## config.mk

```make
export PLATFORM = sky130hd
export DESIGN_NAME = dac_spi_tx
export DESIGN_NICKNAME = d
export VERILOG_FILES = /design/src/rtl/dac_spi_tx.sv
export SDC_FILE = /design/constraint.sdc
export NUM_CORES = 1
export LEC_CHECK = 0
export BUFFER_PORTS_ARGS = -buffer_cell sky130_fd_sc_hd__buf_2
export CORE_MARGIN = 1
export CORE_UTILIZATION = 40
export DETAILED_ROUTE_END_ITERATION = 7
export HOLD_SLACK_MARGIN = 0.08
export MAX_ROUTING_LAYER = met4
export PLACE_DENSITY_LB_ADDON = 0.1
export SYNTH_ARGS = -nofsm -noshare
export SYNTH_HDL_FRONTEND = slang
export SYNTH_SLANG_ARGS = --single-unit
```

## constraint.sdc

```tcl
create_clock -name clk -period 5 [get_ports clk]
set_input_delay 0.25 -clock clk [delete_from_list [all_inputs] [get_ports clk]]
set_output_delay 0.25 -clock clk [all_outputs]
set_load 0.05 [all_outputs]
```

## src/rtl/dac_spi_tx.sv

```systemverilog
// Serialises 8-bit waveform samples into 16-bit DAC frames {ctrl, sample, 0000}
// over a mode-0 SPI link: chip select framing, MSB first, data launched on sclk fall.
module dac_spi_tx #(
  parameter int         CLK_DIV   = 4,
  parameter logic [3:0] CTRL_BITS = 4'b0000
) (
  input  logic       clk,
  input  logic       rst_n,
  input  logic [7:0] din,
  input  logic       din_valid,
  output logic       din_ready,
  output logic       dac_cs_n,
  output logic       dac_sclk,
  output logic       dac_mosi,
  output logic       busy,
  output logic       frame_done,
  output logic [2:0] state_dbg
);

  // Handshake: a sample transfers on a rising clk edge where din_valid && din_ready.
  // din_ready depends only on state, never on din_valid.

  typedef enum logic [2:0] {
    IDLE   = 3'd0,
    SETUP  = 3'd1,
    SHIFT  = 3'd2,
    HOLD   = 3'd3,
    CSHIGH = 3'd4
  } state_t;

  localparam logic [7:0] RELOAD = 8'(CLK_DIV - 1);

  state_t      state, state_nx;
  logic [7:0]  cnt, cnt_nx;
  logic [4:0]  phase, phase_nx;
  logic [15:0] shreg, shreg_nx;
  logic        tick;
  logic        accept;

  logic        cs_n_nx;
  logic        sclk_nx;
  logic        mosi_nx;
  logic        busy_nx;
  logic        done_nx;

  assign din_ready = (state == IDLE);
  assign accept    = din_valid && din_ready;
  assign tick      = (cnt == 8'd0);
  assign state_dbg = state;

  // State register, datapath registers and registered outputs.
  always_ff @(posedge clk or negedge rst_n) begin
    if (!rst_n) begin
      state      <= IDLE;
      cnt        <= RELOAD;
      phase      <= 5'd0;
      shreg      <= 16'd0;
      dac_cs_n   <= 1'b1;
      dac_sclk   <= 1'b0;
      dac_mosi   <= 1'b0;
      busy       <= 1'b0;
      frame_done <= 1'b0;
    end else begin
      state      <= state_nx;
      cnt        <= cnt_nx;
      phase      <= phase_nx;
      shreg      <= shreg_nx;
      dac_cs_n   <= cs_n_nx;
      dac_sclk   <= sclk_nx;
      dac_mosi   <= mosi_nx;
      busy       <= busy_nx;
      frame_done <= done_nx;
    end
  end

  // Next state plus counter/phase/shift-register updates. Each SHIFT phase is one
  // sclk half-period; even phases are high, and the shift happens when an even
  // phase ends, i.e. on the falling sclk edge.
  always_comb begin
    state_nx = state;
    case (state)
      IDLE:    if (accept)                   state_nx = SETUP;
      SETUP:   if (tick)                     state_nx = SHIFT;
      SHIFT:   if (tick && phase == 5'd31)   state_nx = HOLD;
      HOLD:    if (tick)                     state_nx = CSHIGH;
      CSHIGH:  if (tick)                     state_nx = IDLE;
      default:                               state_nx = IDLE;
    endcase

    if (state == IDLE || state_nx != state || tick) cnt_nx = RELOAD;
    else                                            cnt_nx = cnt - 8'd1;

    phase_nx = phase;
    if (state_nx == SHIFT && state != SHIFT) phase_nx = 5'd0;
    else if (state == SHIFT && tick)         phase_nx = phase + 5'd1;

    shreg_nx = shreg;
    if (accept)                                shreg_nx = {CTRL_BITS, din, 4'b0000};
    else if (state == SHIFT && tick && !phase[0]) shreg_nx = {shreg[14:0], 1'b0};
  end

  // Output decode from the upcoming state so the pins line up with state.
  always_comb begin
    cs_n_nx = 1'b1;
    sclk_nx = 1'b0;
    mosi_nx = 1'b0;
    busy_nx = (state_nx != IDLE);
    done_nx = (state_nx == CSHIGH) && (state != CSHIGH);
    if (state_nx == SETUP || state_nx == SHIFT || state_nx == HOLD) begin
      cs_n_nx = 1'b0;
      mosi_nx = shreg_nx[15];
    end
    if (state_nx == SHIFT) sclk_nx = !phase_nx[0];
  end

endmodule

```

==> metrics.txt <==
first-pass GRT wire length 5490 um; fraction of layout cells with a size suffix above 1 0.195; DR DRC count 0; port bufs 19; clock buffer depth 2; Rows 23; CP Launch Type flop; post-route ant nets 0; CP arrival 2950 ps; die area 4590 um2; WHS Path Cells 3; DR iter-0 viols 66; Min Clock Period, post-route 2820 ps; Die Y 67.7 um; FILL cells 383; post-DP HPWL 2230 um; CP endpoint kind flop; vias in the first global route 1254; fmax 355 MHz; Distinct cells, synth 39; ANT cells 0; logic depth of the worst register-to-register path 8; clock edge transition at the registers on the reported setup and hold paths 70 ps; worst relative slew slack 0.429; final period utilization 0.563; GP Congestion 0.787; worst slew pin tran 856 ps; pwr dens 561 nW/um2; CTS sink cnt 36; post-DR vias/cell 5.19; H-tree Lvls 2; Initial Util 0.423; antenna violations before repair 0; number of max-cap violations 0; Routed Wire Length 3230 um; TritonCTS clock tree yes; Worst EP required 5140 ps; PostCTS Resize Cnt 0; final net count 200; vias 1220; sequential area share after synthesis 0.524; # IOs 20; hold_ws 163 ps; clk_lat worst skew 290 ps; Synth Instances 165; die width 67.7 um; largest net degree at the start of global routing 37; placed cell area 1850 um2; yosys warns 0; root buf cell clkbuf_8; RSZ-0062 raised after global routing false; LEAKAGE 0.906 nW; WL/cell 13.8 um; Hold Path Class primary input to flop; area delta synth->final 13.3%; Worst Path Class, Setup flop to flop; design area 1960 um2; Overall Power 0.00110 W; CORE AREA 4090 um2; mapped cell area 1730 um2; total gr overflow 0; CP max FO 15; status finished clean; setup TNS 0 ps; FF+latch count, synth 36; Fin. Hold Viols 0; Total Routing Usage GR 0.173; setup violators final 0; first-pass detailed-route iteration total 4; Post-Syn Nets 180; syn_area_per_cell 10.5 um2; clk_skew 5.74 ps; IR drop worst, VDD 0.260 mV; CTS Buf Count 5; Slew Limit Fails 0
## layer usage
metal	vias to the layer above	track usage	wire, um
li1	613	-	-
met1	578	0.199	1560
met2	21	0.276	1490
met3	8	0.0355	105
met4	0	0.104	81
met5	-	-	0
## through the flow
| step | utilization | worst slack [ps] | instances |
|---|---|---|---|
| after detailed placement | 0.453 | 2190 | 227 |
| after floorplan | - | 2490 | 165 |
| after global routing | 0.479 | 1840 | 235 |
| after CTS | 0.479 | 2160 | 235 |
| final | 0.479 | 2180 | 235 |
| after global placement | 0.453 | 2300 | 227 |
## power by group
group | switching [W] | total, W | internal, W
clock | 0.0000975 | 0.000220 | 0.000123
sequential | 0.0000866 | 0.000476 | 0.000390
combinational | 0.000260 | 0.000402 | 0.000142
total | 0.000444 | 0.00110 | 0.000654
## cell usage after synthesis
master / count / area [um2]
dfrtp_1: 33 / 826
nand2_1: 19 / 71.3
nor2_1: 17 / 63.8
mux2i_1: 15 / 150
o21ai_0: 13 / 65.1
nand3_1: 8 / 40.0
buf_2: 6 / 30.0
inv_1: 5 / 18.8
ha_1: 4 / 50.1
xnor2_1: 4 / 35.0
and3_1: 3 / 18.8
dfstp_2: 3 / 78.8
nor3_1: 3 / 15.0
a21oi_1: 2 / 10.0
and2_1: 2 / 12.5
nand2b_1: 2 / 12.5
nand4_1: 2 / 12.5
nor3b_1: 2 / 15.0
o22ai_1: 2 / 12.5
a2111oi_2: 1 / 15.0
a211o_1: 1 / 8.76
a21boi_0: 1 / 7.51
a311o_1: 1 / 10.0
a31oi_1: 1 / 6.26
and4bb_2: 1 / 12.5
clkbuf_1: 1 / 3.75
nand2_4: 1 / 11.3
nand3b_1: 1 / 7.51
nand4bb_1: 1 / 11.3
nor2b_1: 1 / 6.26
nor4_1: 1 / 6.26
nor4_4: 1 / 21.3
nor4b_1: 1 / 8.76
nor4b_2: 1 / 15.0
o31ai_1: 1 / 7.51
or2_2: 1 / 6.26
or2_4: 1 / 8.76
or4_1: 1 / 7.51
xor2_1: 1 / 8.76
## cell type report
cell class / instances / area (um2) / area share
clock buffer: 7 / 96.3 / 0.0492
inverter: 5 / 18.8 / 0.00958
multi-input combinational: 117 / 771 / 0.394
sequential: 36 / 905 / 0.462
tap: 50 / 62.6 / 0.0319
timing repair buffer: 20 / 105 / 0.0537
## worst max-delay path, stage by stage, from the launching register on
cell     delay [ps]
dfstp_2         380
inv_1            50
ha_1            200
nor3b_1         460
nand3_1         240
nor3_1          190
ha_1            750
mux2i_1         310
nor3_1           80
## cell usage in the layout (no fill, tap or decap), types with 2 or more instances in the layout
cell type   n
o21ai_0    13
dfstp_2     3
ha_1        4
and2_1      2
xnor2_1     4
inv_1       5
nand2_1    19
nand2b_1    2
and3_1      3
nand3_1     8
mux2i_1    15
nor3b_1     2
buf_2      19
nor2_1     17
a21oi_1     2
clkbuf_8    7
nor3_1      3
dfrtp_1    33
o22ai_1     2
nand4_1     2
## what timing repair did
item	4_1_cts	5_1_grt
hold endpoints to repair	33	0
buffers inserted	0	0
hold buffers	1	0
## logic make-up after synthesis
group / Yosys count / share of synthesized area
AND/OR/NAND/NOR: 70 / 0.222
adder cells (fa/ha/maj): 4 / 0.0290
buffers and inverters: 12 / 0.0304
AO/OA/AOI/OAI: 23 / 0.0826
multiplexers: 15 / 0.0869
flip-flops: 36 / 0.524
XOR/XNOR: 5 / 0.0253
## path summary, 6_finish.rpt
path	startpoint	endpoint	slack, ps
max	cnt[0]	dac_mosi	2180
min	din[4]	shreg[8]	160
max reg2reg	cnt[0]	dac_mosi	2180
min reg2reg	cnt[0]	cnt[0]	470
max in group asynchronous	rst_n	cnt[2]	3930
min in group asynchronous	rst_n	shreg[10]	580
## flip-flops by register name, indices dropped and copies added, names as in the netlist
| name | flops |
|---|---|
| dac_mosi | 1 |
| dac_cs_n | 1 |
| dac_sclk | 1 |
| shreg | 15 |
| phase | 5 |
| frame_done | 1 |
| cnt | 8 |
| state_dbg | 3 |
| busy | 1 |
No activity file was read; power rests on OpenSTA's default activity.
